<file path="config.mk">
export PLATFORM = sky130hd
export DESIGN_NAME = message_loc_reader
export DESIGN_NICKNAME = d
export VERILOG_FILES = /design/src/rtl/fix_msg_pkg.sv /design/src/rtl/msg_skid_buf.sv /design/src/rtl/message_loc_reader.sv
export SDC_FILE = /design/constraint.sdc
export NUM_CORES = 1
export LEC_CHECK = 0
export ABC_AREA = 1
export CORE_ASPECT_RATIO = 0.75
export CORE_MARGIN = 5
export CORE_UTILIZATION = 54
export DETAILED_ROUTE_END_ITERATION = 8
export GPL_ROUTABILITY_DRIVEN = 0
export HOLD_SLACK_MARGIN = 0.06
export MAX_ROUTING_LAYER = met4
export PLACE_DENSITY = 0.93
export REMOVE_ABC_BUFFERS = 1
export SYNTH_ARGS = -nofsm -noshare
export SYNTH_HDL_FRONTEND = slang
export SYNTH_HIERARCHICAL = 1
export SYNTH_SLANG_ARGS = --single-unit
</file>
<file path="constraint.sdc">
create_clock -name clk -period 6.72 [get_ports clk]
set_input_delay 1.008 -clock clk [delete_from_list [all_inputs] [get_ports clk]]
set_output_delay 1.008 -clock clk [all_outputs]
set_load 0.03 [all_outputs]
</file>
<file path="src/rtl/fix_msg_pkg.sv">
// Shared definitions for the message location reader: FSM state encoding
// and the default widths used by the reader and its bench.
package fix_msg_pkg;

    localparam int NUM_MESSAGE_DEF = 5;
    localparam int DATA_WIDTH_DEF  = 5;
    localparam int BYTE_WIDTH_DEF  = 8;

    typedef enum logic [2:0] {
        ST_IDLE     = 3'd0,
        ST_LOC_REQ  = 3'd1,
        ST_LOC_WAIT = 3'd2,
        ST_STREAM   = 3'd3,
        ST_DRAIN    = 3'd4
    } state_e;

endpackage

</file>
<file path="src/rtl/msg_skid_buf.sv">
// Two-entry output buffer holding a byte plus its sop/eop tags; presents the
// head entry on a registered valid/ready port.
module msg_skid_buf #(
    parameter int BYTE_WIDTH = 8
) (
    input  logic                  clk,
    input  logic                  rst,
    input  logic                  push_i,
    input  logic [BYTE_WIDTH-1:0] push_data_i,
    input  logic                  push_sop_i,
    input  logic                  push_eop_i,
    input  logic                  out_ready_i,
    output logic                  out_valid_o,
    output logic [BYTE_WIDTH-1:0] out_data_o,
    output logic                  out_sop_o,
    output logic                  out_eop_o,
    output logic [1:0]            count_o
);

    localparam int W = BYTE_WIDTH + 2;

    logic [W-1:0] mem_q [2];
    logic         wr_ptr_q;
    logic         rd_ptr_q;
    logic [1:0]   count_q;
    logic         pop;
    logic [W-1:0] head;

    // Handshake: a byte transfers on a rising edge where out_valid_o and
    // out_ready_i are both high; valid never looks at ready.
    assign pop         = out_valid_o & out_ready_i;
    assign head        = mem_q[rd_ptr_q];
    assign out_valid_o = (count_q != 2'd0);
    assign out_sop_o   = head[W-1];
    assign out_eop_o   = head[W-2];
    assign out_data_o  = head[BYTE_WIDTH-1:0];
    assign count_o     = count_q;

    always_ff @(posedge clk or negedge rst) begin
        if (!rst) begin
            mem_q[0] <= '0;
            mem_q[1] <= '0;
            wr_ptr_q <= 1'b0;
            rd_ptr_q <= 1'b0;
            count_q  <= 2'd0;
        end else begin
            if (push_i) begin
                mem_q[wr_ptr_q] <= {push_sop_i, push_eop_i, push_data_i};
                wr_ptr_q        <= ~wr_ptr_q;
            end
            if (pop) begin
                rd_ptr_q <= ~rd_ptr_q;
            end
            count_q <= count_q + 2'(push_i) - 2'(pop);
        end
    end

endmodule

</file>
<file path="src/rtl/message_loc_reader.sv">
// Reads message boundaries from a location table, then streams the message
// bytes out of a circular buffer through a two-entry skid buffer.
module message_loc_reader
    import fix_msg_pkg::*;
#(
    parameter int NUM_MESSAGE = NUM_MESSAGE_DEF,
    parameter int DATA_WIDTH  = DATA_WIDTH_DEF,
    parameter int BYTE_WIDTH  = BYTE_WIDTH_DEF
) (
    input  logic                   clk,
    input  logic                   rst,
    input  logic [NUM_MESSAGE-1:0] wr_count_i,
    output logic [NUM_MESSAGE-1:0] rd_count_o,
    output logic                   loc_rd_o,
    output logic [NUM_MESSAGE-1:0] loc_addr_o,
    input  logic [DATA_WIDTH-1:0]  loc_start_i,
    input  logic [DATA_WIDTH-1:0]  loc_end_i,
    output logic                   buf_rd_o,
    output logic [DATA_WIDTH-1:0]  buf_addr_o,
    input  logic [BYTE_WIDTH-1:0]  buf_data_i,
    output logic                   out_valid_o,
    input  logic                   out_ready_i,
    output logic [BYTE_WIDTH-1:0]  out_data_o,
    output logic                   out_sop_o,
    output logic                   out_eop_o,
    output logic                   msg_done_o,
    output logic                   busy_o,
    output state_e                 state_o
);

    state_e                 state_q;
    logic [NUM_MESSAGE-1:0] rd_count_q;
    logic [NUM_MESSAGE-1:0] rd_count_d;
    logic [NUM_MESSAGE-1:0] loc_addr_q;
    logic                   loc_rd_q;
    logic [DATA_WIDTH-1:0]  ptr_q;
    logic [DATA_WIDTH-1:0]  ptr_d;
    logic [DATA_WIDTH-1:0]  end_q;
    logic                   first_q;
    logic                   infl_q;
    logic                   infl_sop_q;
    logic                   infl_eop_q;
    logic                   done_q;
    logic [1:0]             skid_count;
    logic [2:0]             occ_after;
    logic                   pop;
    logic                   room;
    logic                   at_end;

    assign pop        = out_valid_o & out_ready_i;
    assign rd_count_d = rd_count_q + NUM_MESSAGE'(1);
    assign ptr_d      = ptr_q + DATA_WIDTH'(1);
    assign at_end     = (ptr_q == end_q);

    // A read may issue only if the byte it returns next cycle is sure of a
    // slot: buffered bytes plus the in-flight byte, less this cycle's pop.
    assign occ_after = 3'(skid_count) + 3'(infl_q) - 3'(pop);
    assign room      = (occ_after <= 3'd1);
    assign buf_rd_o  = (state_q == ST_STREAM) && room;

    assign buf_addr_o = ptr_q;
    assign loc_rd_o   = loc_rd_q;
    assign loc_addr_o = loc_addr_q;
    assign rd_count_o = rd_count_q;
    assign msg_done_o = done_q;
    assign busy_o     = (state_q != ST_IDLE);
    assign state_o    = state_q;

    always_ff @(posedge clk or negedge rst) begin
        if (!rst) begin
            state_q    <= ST_IDLE;
            rd_count_q <= '0;
            loc_addr_q <= '0;
            loc_rd_q   <= 1'b0;
            ptr_q      <= '0;
            end_q      <= '0;
            first_q    <= 1'b0;
            infl_q     <= 1'b0;
            infl_sop_q <= 1'b0;
            infl_eop_q <= 1'b0;
            done_q     <= 1'b0;
        end else begin
            loc_rd_q   <= 1'b0;
            done_q     <= 1'b0;
            infl_q     <= buf_rd_o;
            infl_sop_q <= buf_rd_o & first_q;
            infl_eop_q <= buf_rd_o & at_end;
            case (state_q)
                ST_IDLE: begin
                    if (rd_count_q != wr_count_i) begin
                        state_q    <= ST_LOC_REQ;
                        loc_rd_q   <= 1'b1;
                        loc_addr_q <= rd_count_q;
                    end
                end
                ST_LOC_REQ: begin
                    state_q <= ST_LOC_WAIT;
                end
                ST_LOC_WAIT: begin
                    ptr_q   <= loc_start_i;
                    end_q   <= loc_end_i;
                    first_q <= 1'b1;
                    state_q <= ST_STREAM;
                end
                ST_STREAM: begin
                    if (buf_rd_o) begin
                        ptr_q   <= ptr_d;
                        first_q <= 1'b0;
                        if (at_end) begin
                            state_q <= ST_DRAIN;
                        end
                    end
                end
                ST_DRAIN: begin
                    if (pop && out_eop_o) begin
                        done_q     <= 1'b1;
                        rd_count_q <= rd_count_d;
                        state_q    <= ST_IDLE;
                    end
                end
                default: state_q <= ST_IDLE;
            endcase
        end
    end

    msg_skid_buf #(
        .BYTE_WIDTH (BYTE_WIDTH)
    ) u_skid (
        .clk         (clk),
        .rst         (rst),
        .push_i      (infl_q),
        .push_data_i (buf_data_i),
        .push_sop_i  (infl_sop_q),
        .push_eop_i  (infl_eop_q),
        .out_ready_i (out_ready_i),
        .out_valid_o (out_valid_o),
        .out_data_o  (out_data_o),
        .out_sop_o   (out_sop_o),
        .out_eop_o   (out_eop_o),
        .count_o     (skid_count)
    );

endmodule

</file>
==> results of run 1 <==
-- final timing paths --
path	startpoint	to	slack (ns)	cells after the start
min in group asynchronous	rst	u_skid/mem_q[11]$_DFFE_PN0P_	0.82	2
worst max-delay path	out_ready_i	buf_rd_o	2.02	11
worst min-delay path	u_skid/mem_q[17]$_DFFE_PN0P_	u_skid/mem_q[17]$_DFFE_PN0P_	0.49	2
worst max register to register	u_skid/count_o[1]$_DFF_PN0_	state_o[0]$_DFFE_PN0P_	4.18	14
worst min register to register	u_skid/mem_q[17]$_DFFE_PN0P_	u_skid/mem_q[17]$_DFFE_PN0P_	0.49	2
max in group asynchronous	rst	loc_addr_o[3]$_DFFE_PN0P_	5.47	2
-- Yosys cell counts (all sizes together) --
| cell type | count |
|---|---|
| o211ai | 1 |
| nor3 | 1 |
| ha | 6 |
| dfrtp | 53 |
| nand2 | 122 |
| o21ai | 34 |
| or2 | 1 |
| nand4 | 5 |
| a31oi | 2 |
| xnor2 | 1 |
| xor2 | 6 |
| nand3 | 9 |
| nor2 | 25 |
| o21a | 1 |
| o22ai | 1 |
| fa | 1 |
| buf | 7 |
| inv | 54 |
| a21oi | 3 |
-- worst max-delay path: cells and delay by family --
kind	cells	cell delay, ns
fa+ha+maj	3	0.94
buf+inv	6	1.42
simple gates	2	0.31
-- stage by stage --
stage | util (%) | area, um^2 | power (mW) | std cells | worst slack, ns
after CTS | 69.8 | 3400 | 1.61 | 453 | 2.01
after global placement | 67.7 | 3300 | 1.37 | 445 | 2.08
final | 69.8 | 3400 | 1.60 | 453 | 2.02
after detailed placement | 67.7 | 3300 | 1.42 | 445 | 2.03
after global routing | 69.8 | 3400 | 1.73 | 453 | 1.89
after floorplan | - | 2640 | 1.11 | 326 | 3.14
-- cells in the final DEF (no fill, tap or decap) --
master and instances:
o21ai_1 10, nand2_4 1, clkinv_2 1, buf_4 1, o22ai_1 1, clkbuf_8 7, nand4_1 4, nand3_1 9
nor2_4 1, nand2_1 118, inv_2 3, o21a_1 1, or2_0 1, inv_1 51, nand2_2 3, a31oi_1 2
o211ai_1 1, clkdlybuf4s50_1 57, xnor2_1 1, o21ai_2 11, fa_1 1, o21ai_0 13, nor2_1 22, nor3_4 1
a21oi_2 1, a21oi_1 2, ha_1 6, buf_2 1, xor2_1 6, nand4_4 1, nor2_2 2, dfrtp_1 53
-- power breakdown --
part / switching, mW / total [mW] / internal [mW] / leakage, nW
registers: 0.0982 / 0.543 / 0.445 / 0.639
logic: 0.535 / 0.868 / 0.333 / 1.07
clock network: 0.0965 / 0.190 / 0.0932 / 0.0542
-- layer usage --
metal / up-vias / part of all wire, % / track usage (%) / wire length (um)
li1: 1135 / - / - / -
met1: 1026 / 44 / 23.0 / 2510
met2: 65 / 48 / 31.1 / 2750
met3: 11 / 5.6 / 4.20 / 317
met4: 0 / 1.6 / 7.91 / 92
met5: - / 0 / - / 0
-- state kept, by name, summed over array words and instances, names as in the netlist --
register and cells:
buf_addr_o 5, end_q 5, first_q 1, infl_eop_q 1
infl_q 1, infl_sop_q 1, loc_addr_o 5, loc_rd_o 1
msg_done_o 1, rd_count_o 5, state_o 3, u_skid/count_o 2
u_skid/mem_q 20, u_skid/rd_ptr_q 1, u_skid/wr_ptr_q 1
-- area by class of cell --
type	instances	area [um^2]	share of cell area [%]
repair buffers	59	583	17.1
flip-flops and latches	53	1330	39.0
multi-input cells	219	1110	32.7
clock buffers	7	96.3	2.83
well taps	60	75.1	2.21
clock inverters	1	5.00	0.147
inverters	54	203	5.96
-- cell families (layout without fill, tap and decap cells) --
| family | count (synthesis) | count (layout) | synth area share (%) |
|---|---|---|---|
| AOI/OAI and AO/OA | 42 | 42 | 9.75 |
| xor gates and xnor gates | 7 | 7 | 2.26 |
| adders and majority gates | 7 | 7 | 3.51 |
| buffers and inverters | 61 | 121 | 9.93 |
| DFF | 53 | 53 | 49.0 |
| and+or+nand+nor | 163 | 163 | 25.6 |
==> qor.csv, run 1 <==
metric;value;unit
period_share;70.0;%
final_nets;425;
drv_cap;0;
netlist_instances;333;
cpPeakStageDelay;0.68;ns
drc;0;
path_clk_slew;0.09;ns
cts.sink_count;53;
start_kind;input pin;
fillers;399;
portBuffers;58;
initial_utilization;55.6;%
post_cts_resized;0;
fp.dieArea;6550;um^2
core_area;4870;um^2
syn2layout_area_growth;25.6;%
die_h;71.3;um
crit_chain;clkdlybuf4s50_1, nand2_1, inv_1, ha_1, inv_1, ha_1, inv_1, fa_1, nand4_4, inv_1, clkdlybuf4s50_1;
grt-ovfl-total;0;
grt_pass1_vias;2310;
root_buffer;clkbuf_8;
htree_levels;2;
track_usage;19.0;%
path_class;input pin to output pin;
ys_seq_area_share;49.0;%
grt_pass1_wl;9.91;mm
end_kind;output pin;
status;finished clean;
crit_top_cell;inv_1;
ant_nets;0;
dr.pass1.iters;4;
fp-row-count;22;
avgSynthCellArea;8.13;um^2
hold_buffers;0;
slew_headroom;44.2;%
wl;5.67;mm
synth_top_cell_area_share;49.0;%
path_max_fanout;4;
rsz0062_at_grt;no;
io_pins;59;
slew_viol_final;0;
hp-class;register to register;
p_per_area;471;nW/um^2
arrival;3.69;ns
yosys_warnings;6;
min_period;4.70;ns
antenna_found_initial;0;
total_leakage_power;1.77;nW
yosys.area.top_type;dfrtp_1;
postCtsSetupBuffers;0;
drive_gt1_share;8.65;%
antenna_cells;0;
synthesis.area;2710;um^2
clock_skew;0.00543;ns
dp_hpwl;4.27;mm
synthDistinctLibCells;29;
crit_slowest_cell;clkdlybuf4s50_1;
avgViaCountPerCell;4.94;
dr.first_iter.drc_count;65;
tightest_slew;0.835;ns
tritoncts;yes;
grt_max_degree;54;
wire_per_inst;12.5;um
final-setup-viol-count;0;
clk_path_buf_depth;2;
vias;2237;
worst_ep_required_time;5.71;ns
whs;0.492;ns
synth_seq_cells;53;
cts_made_buffers;5;
fp.dieW;91.8;um
peakVddDrop;0.000368;V
ys_top_cells_by_area;dfrtp_1 (49%), nand2_1 (16%), inv_1 (7.1%), o21ai_2 (3.6%), nor2_1 (3.0%);
hold_viol;0;
fmax;213;MHz
tns;0;ns
insertion_delay;0.30;ns
Note: power is estimated with default switching activity, not from simulation.
==> inputs of run 2 (changes only) <==
--- a/config.mk
+++ b/config.mk
@@ -8,12 +8,12 @@
 export ABC_AREA = 1
 export CORE_ASPECT_RATIO = 0.75
 export CORE_MARGIN = 5
-export CORE_UTILIZATION = 54
+export CORE_UTILIZATION = 46
 export DETAILED_ROUTE_END_ITERATION = 8
 export GPL_ROUTABILITY_DRIVEN = 0
 export HOLD_SLACK_MARGIN = 0.06
 export MAX_ROUTING_LAYER = met4
-export PLACE_DENSITY = 0.93
+export PLACE_DENSITY = 0.85
 export REMOVE_ABC_BUFFERS = 1
 export SYNTH_ARGS = -nofsm -noshare
 export SYNTH_HDL_FRONTEND = slang
==> constraint.sdc (replaced) <==
create_clock -name clk -period 4.1 [get_ports clk]
set_input_delay 0.615 -clock clk [delete_from_list [all_inputs] [get_ports clk]]
set_output_delay 0.615 -clock clk [all_outputs]
set_load 0.03 [all_outputs]
==> run 2 against run 1 <==
Against the previous run: clock power rose by 91%; count of clock-buffer cells in the layout did not move; sequential power rose by 63%; critical path type unchanged; global-route usage fell by 3.6 points; design area rose by 1.1%; worst hold slack got worse by 0.074 ns; register-to-register slack got worse by 2.6 ns.
==> qor.csv, run 2 (synthesized netlist as in run 1, its figures left out) <==
metric;value;unit;change
clock_skew;0.00790;ns;+0.00247 ns
rsz0062_at_grt;no;;
rr_startpoint;u_skid/count_o[1]$_DFF_PN0_;;
insertion_delay;0.30;ns;about the same
met3_usage;3.39;%;-0.81 points
post_cts_resized;0;;unchanged
grt-ovfl-total;0;;unchanged
fmax;256;MHz;
tritoncts;yes;;
drv_cap;0;;unchanged
slew_headroom;42.3;%;-1.9 points
wire_per_inst;11.7;um;-6.3%
power.share.clock;13.6;%;+1.7 points
power_frac_seq;33.4;%;-0.5 points
crit_top_cell;inv_1;;
status;finished clean;;
gr-usage-met2;25.6;%;-5.5 points
initial_utilization;47.0;%;-8.6 points
path_class;input pin to output pin;;
core_area;5770;um^2;+18%
combPwrFrac;53.0;%;-1.2 points
cts.sink_count;53;;unchanged
dp_slack;0.187;ns;-1.84 ns
ff2ff_path_depth;13;;-1
fp-row-count;24;;+9.1%
portBuffers;58;;unchanged
die_h;76.5;um;+7.2%
grt_max_degree;54;;unchanged
crit_path_end;buf_rd_o;;
dp_hpwl;4.13;mm;-3.3%
arrival;3.29;ns;-0.40 ns
total_leakage_power;1.77;nW;+0.24%
root_buffer;clkbuf_8;;
fp.dieArea;7540;um^2;+15%
p_per_area;773;nW/um^2;+64%
grt_use_met1;19.8;%;-3.1 points
switching_share;44.6;%;-1.0 points
final_nets;425;;unchanged
syn2layout_area_growth;27.0;%;
path_clk_slew;0.08;ns;about the same
start_kind;input pin;;
htree_levels;2;;unchanged
drc;0;;unchanged
reg2reg_slack;1.58;ns;-2.60 ns
tns;0;ns;unchanged
hp-class;input pin to async pin;;
tightest_slew;0.863;ns;+0.0281 ns
crit_slowest_cell;clkdlybuf4s50_1;;
crit_chain;clkdlybuf4s50_1, nand2_1, inv_1, ha_1, inv_1, ha_1, inv_1, fa_1, nand4_4, inv_1, clkdlybuf4s50_1;;
clk_path_buf_depth;2;;unchanged
avgViaCountPerCell;4.76;;-3.5%
period_share;95.2;%;
placed_cells_incl_taps;463;;+4.0%
wl;5.52;mm;-2.6%
track_usage;15.4;%;-3.6 points
ant_nets;0;;unchanged
fp.dieW;98.6;um;+7.4%
dr.pass1.iters;4;;unchanged
top_register;u_skid/mem_q;;
vias;2244;;+0.31%
postCtsSetupBuffers;0;;unchanged
p_int;1.47;mW;+69%
io_pins;59;;unchanged
dr.first_iter.drc_count;84;;+29%
layout_common_cells;nand2_1 (118), clkdlybuf4s50_1 (57), dfrtp_1 (53), inv_1 (51), nor2_1 (22);;
cp-startpoint;out_ready_i;;
hold_buffers;0;;unchanged
instances_no_fill;471;;+4.0%
post-route-worst-setup-slack;0.197;ns;-1.82 ns
grt_pass1_vias;2112;;-8.6%
path_max_fanout;4;;unchanged
final-setup-viol-count;0;;unchanged
largest_reg_flops;20;;unchanged
grt_pass1_wl;9.51;mm;-4.0%
switchingPower;1.19;mW;+62%
totalPowerFinal;2.66;mW;+66%
peakVddDrop;0.000519;V;+41%
end_kind;output pin;;
drive_gt1_share;8.40;%;-0.25 points
slew_viol_final;0;;unchanged
r2r-end;buf_addr_o[2]$_DFFE_PN0P_;;
hold_viol;0;;unchanged
worst_ep_required_time;3.48;ns;-2.23 ns
antenna_cells;0;;unchanged
cpPeakStageDelay;0.68;ns;about the same
min_period;3.90;ns;
top_usage_layer;met2;;
antenna_found_initial;0;;unchanged
cts_made_buffers;5;;unchanged
mostFrequentLayoutCell;nand2_1;;
-- run 2: per-layer routing --
metal / up-vias / part of all wire (%)
li1: 1139 / -
met1: 1034 / 44
met2: 65 / 48
met3: 6 / 6.6
met4: 0 / 0.62
met5: - / 0
-- run 2: worst max-delay path: cells and delay by family --
kind | cells | cell delay [ns]
AND/OR/NAND/NOR | 2 | 0.31
adder cells (fa/ha/maj) | 3 | 0.94
buffers and inverters | 6 | 1.42
-- run 2: worst min path at each step --
stage | from | end | slack (ns) | cells after the start
2_1_floorplan | rst | buf_addr_o[0]$_DFFE_PN0P_ | 0.32 | 0
3_3_place_gp | u_skid/mem_q[10]$_DFFE_PN0P_ | u_skid/mem_q[10]$_DFFE_PN0P_ | 0.46 | 2
3_5_place_dp | u_skid/mem_q[18]$_DFFE_PN0P_ | u_skid/mem_q[18]$_DFFE_PN0P_ | 0.47 | 2
4_1_cts | rst | first_q$_DFFE_PN0P_ | 0.45 | 2
5_1_grt | rst | loc_addr_o[4]$_DFFE_PN0P_ | 0.49 | 2
6_report | rst | buf_addr_o[3]$_DFFE_PN0P_ | 0.42 | 2
-- run 2: power groups by stage --
| stage | Sequential, mW | Clock (mW) | Combinational (mW) |
|---|---|---|---|
| finish | 0.887 | 0.362 | 1.41 |
| global route | 0.916 | 0.390 | 1.56 |
| CTS | 0.888 | 0.374 | 1.43 |
| detailed placement | 0.897 | 0 | 1.42 |
| global placement | 0.889 | 0 | 1.37 |
| floorplan | 0.970 | 0 | 0.857 |
-- run 2: layout make-up --
class,instances,area [um^2]
clock buffer,7,86.3
clock inverter,1,30.0
fill,520,2330
inverter,54,203
multi-input combinational,219,1110
sequential,53,1330
tap,78,97.6
timing repair buffer,59,583
-- run 2: through the flow --
step | instance area (um^2) | hold WS (ns) | util (%)
2_1_floorplan | 2640 | 0.319 | -
3_3_place_gp | 3320 | 0.464 | 57.6
3_5_place_dp | 3320 | 0.470 | 57.6
4_1_cts | 3440 | 0.453 | 59.7
5_1_grt | 3440 | 0.491 | 59.7
6_report | 3440 | 0.418 | 59.7
==> inputs of run 3 (changes only) <==
--- a/config.mk
+++ b/config.mk
@@ -11,6 +11,7 @@
 export CORE_UTILIZATION = 46
 export DETAILED_ROUTE_END_ITERATION = 8
 export GPL_ROUTABILITY_DRIVEN = 0
+export GPL_TIMING_DRIVEN = 1
 export HOLD_SLACK_MARGIN = 0.06
 export MAX_ROUTING_LAYER = met4
 export PLACE_DENSITY = 0.85
==> results of run 3 <==
No change in the layout: final DEF, timing and power equal those of run 2.
